## src/rtl/truth_table_capture.sv

```systemverilog
// truth_table_capture
// Sweeps every input combination of an N_IN-input function-under-test, holds
// each for DWELL cycles, samples f/fn at cycle offset SETTLE within the dwell,
// rebuilds the minterm mask and flags the first combination where fn == f.
//
// state    | meaning
// ---------+-----------------------------------------------------------
// ST_IDLE  | waiting for start; results from the last pass are held
// ST_RUN   | sweeping stim 0..2**N_IN-1, one dwell per combination
module truth_table_capture #(
  parameter int N_IN   = 3,
  parameter int DWELL  = 4,
  parameter int SETTLE = 2
) (
  input  logic                 clk,
  input  logic                 rst,
  input  logic                 start,
  output logic [N_IN-1:0]      stim,
  input  logic                 f,
  input  logic                 fn,
  output logic                 busy,
  output logic                 done,
  output logic [2**N_IN-1:0]   minterms,
  output logic                 comp_err,
  output logic [N_IN-1:0]      err_idx
);

  localparam int NCOMB = 2**N_IN;
  localparam int CW    = $clog2(DWELL);

  localparam logic [CW-1:0]   CNT_SAMPLE = CW'(SETTLE);
  localparam logic [CW-1:0]   CNT_LAST   = CW'(DWELL - 1);
  localparam logic [N_IN-1:0] IDX_LAST   = N_IN'(NCOMB - 1);

  typedef enum logic {
    ST_IDLE = 1'b0,
    ST_RUN  = 1'b1
  } state_t;

  state_t            state_q, state_d;
  logic [N_IN-1:0]   idx_q, idx_d;
  logic [CW-1:0]     cnt_q, cnt_d;
  logic [N_IN-1:0]   stim_q, stim_d;
  logic              busy_q, busy_d;
  logic              done_q, done_d;
  logic [NCOMB-1:0]  minterms_q, minterms_d;
  logic              comp_err_q, comp_err_d;
  logic [N_IN-1:0]   err_idx_q, err_idx_d;

  // Next-state: start a pass from idle, otherwise step the dwell counter and
  // capture f/fn only on the sample cycle of each dwell.
  always_comb begin
    state_d    = state_q;
    idx_d      = idx_q;
    cnt_d      = cnt_q;
    stim_d     = stim_q;
    busy_d     = busy_q;
    done_d     = 1'b0;
    minterms_d = minterms_q;
    comp_err_d = comp_err_q;
    err_idx_d  = err_idx_q;

    case (state_q)
      ST_IDLE: begin
        if (start) begin
          state_d    = ST_RUN;
          busy_d     = 1'b1;
          idx_d      = '0;
          cnt_d      = '0;
          stim_d     = '0;
          minterms_d = '0;
          comp_err_d = 1'b0;
          err_idx_d  = '0;
        end
      end

      ST_RUN: begin
        cnt_d = cnt_q + 1'b1;

        if (cnt_q == CNT_SAMPLE) begin
          minterms_d[idx_q] = f;
          // Only the first mismatch is recorded; later ones just keep the flag set.
          if ((fn == f) && !comp_err_q) begin
            comp_err_d = 1'b1;
            err_idx_d  = idx_q;
          end
        end

        if (cnt_q == CNT_LAST) begin
          cnt_d = '0;
          if (idx_q != IDX_LAST) begin
            idx_d  = idx_q + 1'b1;
            stim_d = idx_q + 1'b1;
          end else begin
            state_d = ST_IDLE;
            busy_d  = 1'b0;
            done_d  = 1'b1;
            stim_d  = '0;
          end
        end
      end

      default: state_d = ST_IDLE;
    endcase
  end

  // State and output registers; reset wins over any in-flight pass.
  always_ff @(posedge clk) begin
    if (rst) begin
      state_q    <= ST_IDLE;
      idx_q      <= '0;
      cnt_q      <= '0;
      stim_q     <= '0;
      busy_q     <= 1'b0;
      done_q     <= 1'b0;
      minterms_q <= '0;
      comp_err_q <= 1'b0;
      err_idx_q  <= '0;
    end else begin
      state_q    <= state_d;
      idx_q      <= idx_d;
      cnt_q      <= cnt_d;
      stim_q     <= stim_d;
      busy_q     <= busy_d;
      done_q     <= done_d;
      minterms_q <= minterms_d;
      comp_err_q <= comp_err_d;
      err_idx_q  <= err_idx_d;
    end
  end

  assign stim     = stim_q;
  assign busy     = busy_q;
  assign done     = done_q;
  assign minterms = minterms_q;
  assign comp_err = comp_err_q;
  assign err_idx  = err_idx_q;

endmodule

```

## config.mk

```make
export PLATFORM = sky130hd
export DESIGN_NAME = truth_table_capture
export DESIGN_NICKNAME = d
export VERILOG_FILES = /design/src/rtl/truth_table_capture.sv
export SDC_FILE = /design/constraint.sdc
export NUM_CORES = 1
export LEC_CHECK = 0
export ABC_AREA = 1
export ABC_CLOCK_PERIOD_IN_PS = 1900
export CORE_ASPECT_RATIO = 1.2
export CORE_MARGIN = 1
export CORE_UTILIZATION = 50
export CTS_CLUSTER_DIAMETER = 40
export DETAILED_ROUTE_END_ITERATION = 10
export PLACE_DENSITY = 0.79
export REMOVE_ABC_BUFFERS = 1
export SYNTH_ARGS = -nofsm -noshare
export SYNTH_HDL_FRONTEND = slang
export SYNTH_SLANG_ARGS = --single-unit
export TNS_END_PERCENT = 20
```

## constraint.sdc

```tcl
create_clock -name clk -period 1.9 [get_ports clk]
set_input_delay 0.19 -clock clk [delete_from_list [all_inputs] [get_ports clk]]
set_output_delay 0.19 -clock clk [all_outputs]
set_load 0.005 [all_outputs]
```

; ---- Yosys cells after proc, flatten, opt, wreduce, memory -nomap -nowiden
; Index checks and enable logic that the tools add are counted.
[totals]
regBits = 23
latchBits = 0
mem_bits_rw = 0
romBits = 0
in_bits = 5
mem_count = 0
[classes]
addsub = 2
mul = 0
n_div = 0
order_cmp = 2
n_eq_ne = 10
n_shift = 0
mux = 32
bitwise = 2
reduce_logical = 9
[ops]
columns = cell, n
row1 = two-way mux 3 bit, 7
row2 = one-hot mux 3 bit (2 select lines), 3
row3 = two-way mux 8 bit, 2
row4 = one-hot mux 8 bit (2 select lines), 1
row5 = two-way mux 1 bit, 11
row6 = AND reduction 3 bit, 3
row7 = bitwise mux 8 bit, 1
row8 = != test 2 x 1 -> 1 bit (second input constant), 4
row9 = one-hot mux 1 bit (2 select lines), 3
row10 = equality test 2 bit (second input constant), 2
row11 = < comparator 3 x 4 -> 1 bit (second input constant), 1
row12 = two-way mux 2 bit, 2
row13 = != test 2 bit (second input constant), 2
row14 = one-hot mux 2 bit (2 select lines), 1
row15 = AND reduction 2 bit, 2
row16 = adder 3 x 1 -> 3 bit (second input constant), 1
row17 = demux 1 bit (select 3 bit), 1
row18 = >= comparator 3 x 1 -> 1 bit (second input constant), 1
row19 = != test 3 bit (second input constant), 1
row20 = OR reduction 3 bit, 1
row21 = adder 2 x 1 -> 2 bit (second input constant), 1
row22 = logical AND 1 bit, 2
row23 = NOT 1 bit, 2
row24 = equality test 1 bit, 1
row25 = logical NOT 1 bit, 1

; ---- Logic depth before layout (Yosys ltp)
; Gate-level depths: netlist of the first run.
[depth]
ltp_word = 7
depth_mapped = 7
mapped_depth_nobuf = 7

; ---- Worst setup path before layout of the first run
; Ideal clock, no wire load.
[synth_timing]
path_type = register to register
start = reg idx_q[0]
end = reg idx_q[0]
setup_ns = 0.117
arrival_time_ns = 1.110
setup_slack_ns = 0.673
path_stages_with_launch = 7
path_buffers = 0
cell_sequence = dfxtp_1 -> ha_1 -> ha_1 -> nor2_1 -> nor2_2 -> nor2_1 -> nor2_1
[synth_between]
elab_chain_cells = 4
word_cells_on_any_way = 7
classes_between = 1 x add/sub / 2 x eq/ne / 3 x mux / 1 x reduce/logical
[synth_lines]
columns = element, line
row1 = start: declaration, 41  ; logic [N_IN-1:0] idx_q, idx_d;
row2 = start signal: assignment, 121  ; idx_q <= idx_d;
row3 = adder 3 x 1 -> 3 bit, 92  ; idx_d = idx_q + 1'b1;
row4 = two-way mux 3 bit, 91  ; if (idx_q != IDX_LAST) begin
row5 = two-way mux 3 bit, 89  ; if (cnt_q == CNT_LAST) begin
row6 = one-hot mux 3 bit (2 select lines), 63  ; case (state_q)
; Several ways; a longest one is shown, not always the timed one. The select of a mux whose other input is x is not followed.
; A chain may end at the register's enable or synchronous reset.

; ---- Final worst setup path of the first run
; Ends and elaborated chain as after synthesis.

==> results of run 1 <==
[power by group through the flow]
stage | Sequential (uW) | Combinational, uW | Clock, uW
finish | 496 | 67.0 | 222
global route | 497 | 75.1 | 250
CTS | 496 | 66.8 | 223
detailed placement | 507 | 66.5 | 0
global placement | 506 | 64.4 | 0
floorplan | 506 | 35.9 | 0
[routing by layer]
layer  GRT usage, %  share of wire, %  vias up
met5              0                 0        -
met4           7.58              0.61        0
met3           2.12               4.2        2
met2           35.6                53       23
met1           20.6                42      417
li1               -                 -      482
[cell type report]
type / instances / share of cell area [%]
Clock buffer: 4 / 2.06
Inverter: 12 / 3.54
Multi-Input combinational cell: 96 / 39.3
Sequential cell: 23 / 36.1
Tap cell: 19 / 1.87
Timing Repair Buffer: 22 / 17.1
[final timing paths]
path                                from       end
worst max-delay path            idx_q[0]  idx_q[0]
worst min-delay path             stim[2]   stim[2]
worst max register to register  idx_q[0]  idx_q[0]
worst min register to register   stim[2]   stim[2]
[metrics by stage]
step | setup slack (ps) | std cells | area [um^2]
CTS | 463 | 176 | 1270
floorplan | 673 | 131 | 1010
finish | 455 | 176 | 1270
global route | 373 | 176 | 1270
detailed placement | 482 | 172 | 1250
global placement | 568 | 172 | 1250
[flip-flops by register name, indices dropped and copies added, names as in the netlist]
register and count:
comp_err 1, minterms 8, done 1, state_q 1, idx_q 3, stim 3
cnt_q 2, busy 1, err_idx 3
[layout by cell type, fill, tap and decap left out, types with 5 or more instances in the layout]
cell | netlist | routed
sky130_fd_sc_hd__nor2_1 | 21 | 21
sky130_fd_sc_hd__a22oi_1 | 8 | 8
sky130_fd_sc_hd__nand3_1 | 14 | 14
sky130_fd_sc_hd__dfxtp_1 | 23 | 23
sky130_fd_sc_hd__inv_1 | 10 | 10
sky130_fd_sc_hd__clkdlybuf4s50_1 | 0 | 21
sky130_fd_sc_hd__nand2_1 | 29 | 29
sky130_fd_sc_hd__a21oi_1 | 9 | 9
sky130_fd_sc_hd__ha_1 | 5 | 5
[cells by family after synthesis]
group                      count (synthesis)  synth area share (%)
adders and majority gates                  5                  6.17
DFF                                       23                  45.4
buffers and inverters                     14                  5.30
AOI/OAI and AO/OA                         21                  12.6
and+or+nand+nor                           70                  30.6
[worst min-delay path, delay by kind of cell, from the launching register on]
family / cells / cell delay (ps)
compound gates: 1 / 50
flops: 1 / 330
simple gates: 1 / 60
==> out/results.ini, run 1 <==
[critical_path]
critical_path_arrival_ps = 1650
startpoint_type = register
path_buf_inv = 0
timing.critical_path.cells = ha_1 -> ha_1 -> nor2_1 -> nor2_2 -> nor2_1 -> nor2_1
criticalPathCategory = reg2reg
r2r_cells = 6
critical_path_peak_fanout = 5
endpoint_kind = register
r2r_setup_slack_ps = 450
timing.critical_path.mode_cell = sky130_fd_sc_hd__nor2_1
cpLargestDelayFamily = simple AND/OR/NAND/NOR gates
worst_ep_required_time_ps = 2100
crit_path_max_incr_delay_ps = 390
worst-path-stages = 6
timing.critical_path.slowest_stage_cell = sky130_fd_sc_hd__dfxtp_1

[die]
floorplan.rows = 17
chipWidth_um = 43.1
initial_core_util_pct = 54.2
pin_count = 22
design.core.area_um2 = 1870
fp.dieArea_um2 = 2210
die_height_um = 51.4

[clock_network]
htree_num_levels = 1
cts_root_buffer = sky130_fd_sc_hd__clkbuf_4
cts_made_buffers = 3
cts.sinks = 23
cts.path.max_buffers = 2
tritoncts = yes
cts_resized = 0
clk_latency_ps = 310
clkSlewWorstSetupHoldPaths_ps = 110
cts_hold_buffers = 0
cts_setup_buffers = 0

[yosys]
synth_edf_count = 0
postSynthRegisterBits = 23
mappedNetlistArea_um2 = 1010
yosys-top-cells-count = 29 x sky130_fd_sc_hd__nand2_1, 23 x sky130_fd_sc_hd__dfxtp_1, 21 x sky130_fd_sc_hd__nor2_1
async_flop_share_pct = 0
yosys-top-cells-area = sky130_fd_sc_hd__dfxtp_1 45%, sky130_fd_sc_hd__nand2_1 11%, sky130_fd_sc_hd__nor2_1 7.8%, sky130_fd_sc_hd__nand3_1 6.9%, sky130_fd_sc_hd__ha_1 6.2%
post-synth-top-count-cell = sky130_fd_sc_hd__nand2_1
yosysTopAreaCellShare_pct = 45.4
syn_area_per_cell_um2 = 7.63
library_cell_occupying_the_most_area_in_the_post_synthesis_netlist = sky130_fd_sc_hd__dfxtp_1
synth_cell_type_count = 18
post_synthesis_sequential_area_ratio_pct = 45.4
postSynthCellCount = 133
ys.warnings.count = 0
ys.flop_type = sky130_fd_sc_hd__dfxtp_1

[sta]
skew_ps = 10.4
achievable-frequency_mhz = 692
setup_total_negative_slack_ps = 0
layout_worst_path_cycle_share_pct = 76.1
slew_headroom_pct = 78.6
grt_setup_unrepaired = false
whs_ps = 472
slew_violations = 0
setup_viol = 0
final-hold-violation-count = 0
finalCriticalPeriod_ps = 1450
timing_worst_slew_pin_value_ps = 319

[detailed_routing]
wire_per_inst_um = 11.2
wl_mm = 1.97
violation_count_after_the_first_detailed_routing_iteration = 21
detail_route.drc_violations = 0
routed_via_density = 5.25
first_pass_iters = 4
routed-via-count = 924
antenna_left = 0

[power]
internal_power_uw = 599
power.clock.fraction_pct = 28.3
pwr-share-comb_pct = 8.5
p_seq_share_pct = 63.1
power.switching_fraction_pct = 23.6
switching_power_uw = 185
report.power.total_uw = 785
leakagePower_uw = 0.000519
powerDensity_nw_per_um2 = 616
ir_drop_uv = 423

[layout]
postLayoutCoreUtil_pct = 68.0
fill_cells = 182
layout-drive-gt1-share_pct = 7.01
seq_area_um2 = 460
area.growth.synth_to_final_pct = 25.5
nNetsFinal = 168
multi_input_area_um2 = 500
antenna_diode_count = 0

[min_path]
worst_hold_path.num_cells = 2
hold_class = reg2reg

[grt]
first_global_vias = 817
antenna_found_initial = 0
pin_count_of_the_biggest_net_entering_global_routing = 15
grt_first_pass_wirelength_mm = 3.20
globalRouteTotalUtil_pct = 18.8
global_route.overflow_total = 0

[placement]
place.gp.congestion = 0.893
placement.io_buffers = 21
hpwl_after_detailed_placement_mm = 1.49

[flow_run]
max_cap_viol_count = 0

[outcome]
run_status = finished, final reports clean

Note: power is estimated with default switching activity, not from simulation.
==> run 2, diff against run 1 <==
--- a/config.mk
+++ b/config.mk
@@ -6,13 +6,13 @@
 export NUM_CORES = 1
 export LEC_CHECK = 0
 export ABC_AREA = 1
-export ABC_CLOCK_PERIOD_IN_PS = 1900
+export ABC_CLOCK_PERIOD_IN_PS = 1500
 export CORE_ASPECT_RATIO = 1.2
 export CORE_MARGIN = 1
-export CORE_UTILIZATION = 50
+export CORE_UTILIZATION = 48
 export CTS_CLUSTER_DIAMETER = 40
 export DETAILED_ROUTE_END_ITERATION = 10
-export PLACE_DENSITY = 0.79
+export PLACE_DENSITY = 0.76
 export REMOVE_ABC_BUFFERS = 1
 export SYNTH_ARGS = -nofsm -noshare
 export SYNTH_HDL_FRONTEND = slang
==> constraint.sdc (replaced) <==
create_clock -name clk -period 1.5 [get_ports clk]
set_input_delay 0.15 -clock clk [delete_from_list [all_inputs] [get_ports clk]]
set_output_delay 0.15 -clock clk [all_outputs]
set_load 0.005 [all_outputs]
==> run 2 against run 1 <==
Effect of this change:
- critical path depth decreased by 5
- sequential share of layout area is 0.28 points lower
- highest routed layer unchanged
- critical path type is now reg2out
- die area increased by 4.0%
- largest power group unchanged
- via count fell by 0.65%
- register-to-register slack worse by 290 ps
==> out/results.ini, run 2 (synthesized netlist as in run 1, its figures left out) <==
[clock_network]
cts_made_buffers = 3
tritoncts = yes
cts_setup_buffers = 0
htree_num_levels = 1
clk_latency_ps = 310
cts_root_buffer = sky130_fd_sc_hd__clkbuf_4
cts.path.max_buffers = 2
cts.sinks = 23
clkSlewWorstSetupHoldPaths_ps = 130

[critical_path]
timing.critical_path.slowest_stage_cell = sky130_fd_sc_hd__clkdlybuf4s50_1
path_buf_inv = 1
cpLargestDelayFamily = buffers and inverters
startpoint = comp_err
worstReg2RegStart = idx_q[0]
r2r_end = idx_q[0]
worst_ep_required_time_ps = 1350
critPathCapture = comp_err
startpoint_type = register
criticalPathCategory = reg2out
critical_path_arrival_ps = 1250
crit_path_max_incr_delay_ps = 520
r2r_cells = 6
endpoint_kind = output port
timing.critical_path.cells = clkdlybuf4s50_1
critical_path_peak_fanout = 3
r2r_setup_slack_ps = 160
worst-path-stages = 1

[die]
design.core.area_um2 = 1910
chipWidth_um = 44.0
pin_count = 22
fp.dieArea_um2 = 2300
die_height_um = 52.4
initial_core_util_pct = 53.0
floorplan.rows = 17

[sta]
whs_ps = 467
finalCriticalPeriod_ps = 1400
setup_viol = 0
slew_violations = 0
final-hold-violation-count = 0
layout_worst_path_cycle_share_pct = 93.3
timing_worst_slew_pin_value_ps = 300
slew_headroom_pct = 79.9
achievable-frequency_mhz = 715
skew_ps = 7.76
grt_setup_unrepaired = false
setup_total_negative_slack_ps = 0

[layout]
layout-drive-gt1-share_pct = 8.23
mostFrequentLayoutCell = sky130_fd_sc_hd__nand2_1
antenna_diode_count = 0
area.growth.synth_to_final_pct = 26.5
largest_register_ff_count = 8
fill_cells = 165
postLayoutCoreUtil_pct = 67.1
nNetsFinal = 169
layout.cells.most_common_list = 29 x sky130_fd_sc_hd__nand2_1, 23 x sky130_fd_sc_hd__dfxtp_1, 21 x sky130_fd_sc_hd__clkdlybuf4s50_1

[detailed_routing]
violation_count_after_the_first_detailed_routing_iteration = 14
wl_mm = 2.00
routed_via_density = 5.19
routed-via-count = 918
antenna_left = 0
first_pass_iters = 6
wire_per_inst_um = 11.3
detail_route.drc_violations = 0

[outcome]
run_status = finished, final reports clean

[power]
ir_drop_uv = 569
report.power.total_uw = 996
leakagePower_uw = 0.000524
powerDensity_nw_per_um2 = 776

[flow_run]
max_cap_viol_count = 0

[grt]
globalRouteTotalUtil_pct = 19.3
pin_count_of_the_biggest_net_entering_global_routing = 15
first_global_vias = 835
grt_first_pass_wirelength_mm = 3.36
global_route.overflow_total = 0
antenna_found_initial = 0

[placement]
hpwl_after_detailed_placement_mm = 1.47
placement.io_buffers = 21
place.gp.congestion = 0.794

[min_path]
hold_class = reg2reg

run 2: metrics by stage:
stage          instances  area [um^2]  setup slack, ps
4_1_cts              177         1280             87.1
6_report             177         1280              100
3_5_place_dp         173         1250              116
3_3_place_gp         173         1250              162
2_1_floorplan        131         1010              273
5_1_grt              177         1280             55.1
run 2: layout make-up:
class                           count  area (um^2)  share of cell area, %
Clock buffer                        4         26.3                   2.05
Inverter                           12         45.0                   3.51
Multi-Input combinational cell     96          503                   39.2
Sequential cell                    23          460                   35.9
Tap cell                           19         23.8                   1.85
Timing Repair Buffer               23          225                   17.5
run 2: worst min-delay path by stage:
stage	startpoint	to	cells after the start
floorplan	rst	cnt_q[1]	1
CTS	stim[0]	stim[0]	2
global route	stim[0]	stim[0]	2
detailed placement	stim[0]	stim[0]	2
finish	stim[0]	stim[0]	2
global placement	stim[0]	stim[0]	2
run 2: repair_timing:
action | CTS | global route
setup endpoints to repair | 0 | 1
hold endpoints to repair | 0 | 0
gates resized for setup | 0 | 1
hold buffers | 0 | 0
run 2: per-layer routing:
| metal | global-route usage [%] | wire length [um] | part of all wire, % | vias to the layer above |
|---|---|---|---|---|
| li1 | - | - | - | 485 |
| met1 | 22.7 | 902 | 45 | 411 |
| met2 | 34.6 | 1010 | 51 | 20 |
| met3 | 3.10 | 64 | 3.2 | 2 |
| met4 | 7.58 | 15 | 0.75 | 0 |
| met5 | 0 | 0 | 0 | - |
run 2: report_power, final:
part           switching [uW]  total, uW  internal, uW  leakage, uW
clock network             180        283           104    0.0000150
registers                6.91        628           621     0.000186
logic                    50.2       85.1          34.9     0.000323
total                     237        996           759     0.000524
==> run 3, diff against run 2 <==
--- a/config.mk
+++ b/config.mk
@@ -17,4 +17,3 @@
 export SYNTH_ARGS = -nofsm -noshare
 export SYNTH_HDL_FRONTEND = slang
 export SYNTH_SLANG_ARGS = --single-unit
-export TNS_END_PERCENT = 20
==> results of run 3 <==
No change in the layout: final DEF, timing and power equal those of run 2.
